**src/rtl/bram_portb_arbiter_if.sv**
```systemverilog
// bram_portb_arbiter_if: VGA read, PS2 status and BRAM port-B signals shared by the arbiter and its environment
interface bram_portb_arbiter_if #(
  parameter int ADDR_W = 10,
  parameter int DATA_W = 16,
  parameter int PS2_W  = 6
);
  logic              vga_req;
  logic [ADDR_W-1:0] vga_addr;
  logic              vga_gnt;
  logic [DATA_W-1:0] vga_rdata;
  logic              vga_rvalid;
  logic [PS2_W-1:0]  ps2_status;
  logic              ps2_busy;
  logic [ADDR_W-1:0] bport_addr;
  logic              bport_we;
  logic [DATA_W-1:0] bport_data;
  logic [DATA_W-1:0] bport_q;
  modport slave (
    input  vga_req, vga_addr, ps2_status, bport_q,
    output vga_gnt, vga_rdata, vga_rvalid, ps2_busy, bport_addr, bport_we, bport_data
  );
  modport master (
    output vga_req, vga_addr, ps2_status, bport_q,
    input  vga_gnt, vga_rdata, vga_rvalid, ps2_busy, bport_addr, bport_we, bport_data
  );
endinterface

```
**src/rtl/bram_portb_arbiter.sv**
```systemverilog
// bram_portb_arbiter: shares BRAM port B between VGA reads (priority) and PS2 mailbox writes with bounded deferral
module bram_portb_arbiter #(
  parameter int                ADDR_W    = 10,
  parameter int                DATA_W    = 16,
  parameter int                PS2_W     = 6,
  parameter logic [ADDR_W-1:0] PS2_ADDR  = 10'h3FF,
  parameter int                MAX_DEFER = 8
) (
  input logic clk,
  input logic rst,
  bram_portb_arbiter_if.slave bus
);
  localparam int CW = $clog2(MAX_DEFER + 1);
  typedef enum logic [1:0] {IDLE, VGA, PS2WR} state_t;
  state_t            state_q, state_d;
  logic              pending_q, pending_d, rd_inflight_q, rd_inflight_d, rvalid_q, rvalid_d;
  logic [PS2_W-1:0]  snap_q, snap_d, last_q, last_d;
  logic [CW-1:0]     defer_q, defer_d;
  logic [ADDR_W-1:0] addr_q, addr_d;
  logic [DATA_W-1:0] rdata_q, rdata_d;
  logic              wr, chg, pend_now, defer_full;
  // During a write cycle the snapshot is compared instead of last_written, so a same-cycle change re-arms at once
  always_comb begin
    wr            = state_q == PS2WR;
    chg           = bus.ps2_status != (wr ? snap_q : last_q);
    pending_d     = chg || (pending_q && !wr);
    snap_d        = pending_d ? bus.ps2_status : snap_q;
    last_d        = wr ? snap_q : last_q;
    pend_now      = wr ? pending_d : pending_q;
    defer_full    = !wr && defer_q == CW'(MAX_DEFER);
    state_d       = (pend_now && (!bus.vga_req || defer_full)) ? PS2WR : bus.vga_req ? VGA : IDLE;
    defer_d       = wr ? '0 : state_q != VGA ? defer_q : !pending_q ? '0 :
                    defer_full ? defer_q : defer_q + CW'(1);
    addr_d        = state_d == VGA ? bus.vga_addr : state_d == PS2WR ? PS2_ADDR : addr_q;
    rd_inflight_d = state_q == VGA;
    rvalid_d      = rd_inflight_q;
    rdata_d       = rd_inflight_q ? bus.bport_q : rdata_q;
  end
  always_ff @(posedge clk or posedge rst)
    if (rst) begin
      state_q       <= IDLE;
      pending_q     <= 1'b0;
      snap_q        <= '0;
      last_q        <= '0;
      defer_q       <= '0;
      addr_q        <= '0;
      rd_inflight_q <= 1'b0;
      rvalid_q      <= 1'b0;
      rdata_q       <= '0;
    end else begin
      state_q       <= state_d;
      pending_q     <= pending_d;
      snap_q        <= snap_d;
      last_q        <= last_d;
      defer_q       <= defer_d;
      addr_q        <= addr_d;
      rd_inflight_q <= rd_inflight_d;
      rvalid_q      <= rvalid_d;
      rdata_q       <= rdata_d;
    end
  assign bus.vga_gnt    = state_q == VGA;
  assign bus.bport_we   = wr;
  assign bus.bport_addr = addr_q;
  assign bus.bport_data = wr ? DATA_W'(snap_q) : '0;
  assign bus.vga_rdata  = rdata_q;
  assign bus.vga_rvalid = rvalid_q;
  assign bus.ps2_busy   = pending_q;
endmodule

```
**src/flat_wrapper.sv**
```systemverilog
// flat-port wrapper written by rule: the top's interface ports become plain ports
module bram_portb_arbiter_flat 
#(
  parameter int                ADDR_W    = 10,
  parameter int                DATA_W    = 16,
  parameter int                PS2_W     = 6,
  parameter logic [ADDR_W-1:0] PS2_ADDR  = 10'h3FF,
  parameter int                MAX_DEFER = 8
)
  (clk, rst, bus_vga_req, bus_vga_addr, bus_ps2_status, bus_bport_q, bus_vga_gnt, bus_vga_rdata, bus_vga_rvalid, bus_ps2_busy, bus_bport_addr, bus_bport_we, bus_bport_data);
  bram_portb_arbiter_if #(.ADDR_W(ADDR_W), .DATA_W(DATA_W), .PS2_W(PS2_W)) bus_i ();
  input logic clk;
  input logic rst;
  input wire logic [$bits(bus_i.vga_req)-1:0] bus_vga_req;
  input wire logic [$bits(bus_i.vga_addr)-1:0] bus_vga_addr;
  input wire logic [$bits(bus_i.ps2_status)-1:0] bus_ps2_status;
  input wire logic [$bits(bus_i.bport_q)-1:0] bus_bport_q;
  output wire logic [$bits(bus_i.vga_gnt)-1:0] bus_vga_gnt;
  output wire logic [$bits(bus_i.vga_rdata)-1:0] bus_vga_rdata;
  output wire logic [$bits(bus_i.vga_rvalid)-1:0] bus_vga_rvalid;
  output wire logic [$bits(bus_i.ps2_busy)-1:0] bus_ps2_busy;
  output wire logic [$bits(bus_i.bport_addr)-1:0] bus_bport_addr;
  output wire logic [$bits(bus_i.bport_we)-1:0] bus_bport_we;
  output wire logic [$bits(bus_i.bport_data)-1:0] bus_bport_data;
  assign bus_i.vga_req = bus_vga_req;
  assign bus_i.vga_addr = bus_vga_addr;
  assign bus_i.ps2_status = bus_ps2_status;
  assign bus_i.bport_q = bus_bport_q;
  assign bus_vga_gnt = bus_i.vga_gnt;
  assign bus_vga_rdata = bus_i.vga_rdata;
  assign bus_vga_rvalid = bus_i.vga_rvalid;
  assign bus_ps2_busy = bus_i.ps2_busy;
  assign bus_bport_addr = bus_i.bport_addr;
  assign bus_bport_we = bus_i.bport_we;
  assign bus_bport_data = bus_i.bport_data;
  bram_portb_arbiter #(.ADDR_W(ADDR_W), .DATA_W(DATA_W), .PS2_W(PS2_W), .PS2_ADDR(PS2_ADDR), .MAX_DEFER(MAX_DEFER)) u_core (.clk(clk), .rst(rst), .bus(bus_i));
endmodule
```
**config.mk**
```make
export PLATFORM = sky130hd
export DESIGN_NAME = bram_portb_arbiter_flat
export DESIGN_NICKNAME = d
export VERILOG_FILES = /design/src/rtl/bram_portb_arbiter_if.sv /design/src/rtl/bram_portb_arbiter.sv /design/src/flat_wrapper.sv
export SDC_FILE = /design/constraint.sdc
export NUM_CORES = 1
export LEC_CHECK = 0
export ABC_AREA = 1
export BUFFER_PORTS_ARGS = -buffer_cell sky130_fd_sc_hd__buf_2
export CAP_MARGIN = 20
export CORE_UTILIZATION = 30
export DETAILED_ROUTE_END_ITERATION = 10
export GPL_TIMING_DRIVEN = 1
export SETUP_SLACK_MARGIN = 0.15
export SYNTH_ARGS = -nofsm -noshare
export SYNTH_HDL_FRONTEND = slang
export SYNTH_SLANG_ARGS = --single-unit
```
**constraint.sdc**
```tcl
create_clock -name clk -period 2.52 [get_ports clk]
set_clock_uncertainty 0.15 [all_clocks]
set_input_delay 0.504 -clock clk [delete_from_list [all_inputs] [get_ports clk]]
set_output_delay 0.504 -clock clk [all_outputs]
set_load 0.005 [all_outputs]
```
==> results.toml <==
[synth]
ys_types = 30
synthesis.area_um2 = 2260
synth_ff_type = "dfrtp_1"
synth_edf_count = 0
synthTopCellsByArea = "dfrtp_1 52%, mux2_2 8.0%, inv_1 7.5%"
yosys.area.top_type_share_pct = 52.1
yosysSeqAreaShare_pct = 52.1
synth_seq_cells = 47
syn_avg_cell_area_um2 = 9.56
yosysWarnings = 0
synth_top_area_cell = "dfrtp_1"
syn_inst = 236
synthArstFlopShare_pct = 100

[power_and_ir_drop]
leakage_uw = 0.00152
vdd_drop_max_uv = 238
pwr-share-seq_pct = 49.6
p_sw_uw = 522
clockPowerShare_pct = 30.6
comb_power_share_pct = 19.9
power_density_nw_per_um2 = 672
p_int_uw = 1350
switching_share_pct = 27.8

[cts]
ctsRootBufferMaster = "clkbuf_8"
clock_latency_ns = 0.30
cts_buffer_depth = 2
cts_made_buffers = 5
htree_levels = 2
cts_tree = "built"
cts.clk_slew.worst_paths_ns = 0.10
post_cts_buffers = 0
cts_sinks = 47
postCtsHoldBufs = 0

[layout]
final_common_cell = "buf_2"
design_area_um2 = 2790
diodes = 0
drive_above_1_share_pct = 36.6
nets = 347
area_growth_pct = 23.6
layout_common_cells = "70 x buf_2, 47 x dfrtp_1, 44 x inv_1"

[setup_path]
crit_fanout = 14
critPathKind = "flop to flop"
rrSetupSlack_ns = 0.35
cp-start-kind = "flop"
worstPathRequired_ns = 2.57
arrival_ns = 2.22
critPathCaptureType = "flop"

[route]
drt-total-wl_um = 4290
vias = 1689
antenna_left = 0
dr.first_iter.drc_count = 61
wl_per_cell_um = 10.5
drc = 0
vias_per_cell = 4.14
firstDrtPassIters = 4

[floorplanning]
rows = 31
die-height_um = 88.7
core_area_um2 = 7250
ios = 81
die_w_um = 88.7
start_util_pct = 31.1
die_area_um2 = 7870

[grt]
grtUsageTotal_pct = 11.6
antenna_found_initial = 0
gr-total-overflow = 0
grt_pass1_vias = 1499
busiest_layer = "met2"
grt_pass1_wl_um = 6980
grt_max_degree = 27
met3_usage_pct = 2.89
met2_usage_pct = 18.7
grt_use_met1_pct = 15.4

[sta]
finalCritPeriodShare_pct = 86.1
setup_violations = 0
rsz0062_at_grt = "no"
worst_slew_pin_slew_ns = 0.642
max_freq_mhz = 461
drv_slew = 0
hold_viol_final = 0
fin_crit_ns = 2.17
finalSetupTns_ns = 0
slew_headroom_pct = 57.2

[worst_hold_path]
min_path_type = "primary input to asynchronous set/reset pin"

[place]
place_hpwl_um = 3270
placed_area_um2 = 2670
routabilityCongestion = 0.727
port-buffer-count = 70

[run_status]
status = "finished clean"

[run]
cap_viol_max_count = 0
-- final timing paths --
kind                              startpoint  depth (start not counted)                        to
setup / recovery           u_core.state_q[0]                         13  u_core.bus.bport_addr[4]
hold reg to reg             u_core.last_q[1]                          2          u_core.last_q[1]
min in group clk              bus_bport_q[8]                          2   u_core.bus.vga_rdata[8]
setup reg to reg           u_core.state_q[0]                         13  u_core.bus.bport_addr[4]
hold / removal                           rst                          2          u_core.last_q[3]
max in group asynchronous                rst                          3         u_core.defer_q[1]
-- flip-flops by register name (all words and copies together) (netlist names) --
signal and flops:
u_core.snap_q 6, u_core.bus.ps2_busy 1, u_core.bus.vga_rdata 16, u_core.bus.vga_rvalid 1, u_core.rd_inflight_q 1, u_core.bus.bport_addr 10
u_core.state_q 2, u_core.defer_q 4, u_core.last_q 6
-- critical path: stages, from the launching register on --
cell     delay [ns]
dfrtp_1        0.38
inv_1          0.06
ha_2           0.30
inv_2          0.13
nand2_1        0.11
nand2_2        0.06
a21oi_1        0.13
nand2_1        0.08
nor2_2         0.15
nand2_4        0.15
nand3_4        0.16
nand3_1        0.10
nand2_1        0.07
inv_1          0.04
-- power groups by stage --
stage / clock [µW] / sequential, µW / combinational (µW)
after floorplan: 0 / 941 / 244
after global placement: 0 / 943 / 377
after detailed placement: 0 / 944 / 380
after CTS: 602 / 930 / 380
after global routing: 628 / 945 / 436
final: 573 / 929 / 372
-- kinds of logic (layout without fill, tap and decap cells) --
kind of cell	Yosys count	count (layout)	share of synthesized area (%)
AO/OA/AOI/OAI	10	10	2.55
XOR/XNOR	3	3	1.50
adder cells (fa/ha/maj)	4	4	2.22
buffers and inverters	64	128	13.2
flip-flops	47	47	52.1
multiplexers	16	16	7.98
other	1	10	0.166
AND/OR/NAND/NOR	91	91	20.3
-- routing by layer --
metal / routed length, µm / vias to the layer above
met1: 1960 / 788
met5: 0 / -
li1: - / 846
met3: 229 / 4
met2: 2070 / 51
met4: 29 / 0
-- through the flow --
step / hold slack, ns / utilization, % / std cells / setup slack [ns] / power [µW]
after CTS: 0.0975 / 38.4 / 408 / 0.162 / 1910
after global placement: 0.329 / 36.8 / 400 / 0.263 / 1320
after global routing: 0.123 / 38.5 / 408 / 0.152 / 2010
final: 0.0775 / 38.5 / 408 / 0.350 / 1870
after floorplan: 0.202 / - / 245 / 0.628 / 1180
after detailed placement: 0.334 / 36.8 / 400 / 0.178 / 1320
-- synthesized netlist by cell type, types with 2 or more instances --
library cell and n:
mux2_2 16, o21ai_0 2, buf_4 11, ha_1 4, inv_1 45, a21oi_1 5
clkbuf_1 2, nand2_2 7, dfrtp_1 47, o41ai_1 2, nand3_1 21, nand3b_1 10
buf_6 2, nor2_1 5, nand2_1 42
-- area by class of cell --
cell class | instances | area, µm²
sequential | 47 | 1180
tap | 99 | 124
multi-input combinational | 134 | 825
fill | 755 | 4460
timing repair buffer | 73 | 373
clock buffer | 5 | 68.8
clock inverter | 3 | 47.5
inverter | 47 | 176
-- repair_timing --
| action | CTS | global route |
|---|---|---|
| gates resized for setup | 0 | 2 |
| endpoints found under the setup margin | 0 | 11 |
| endpoints found under the hold margin | 0 | 0 |
Note: power is estimated with default switching activity, not from simulation.
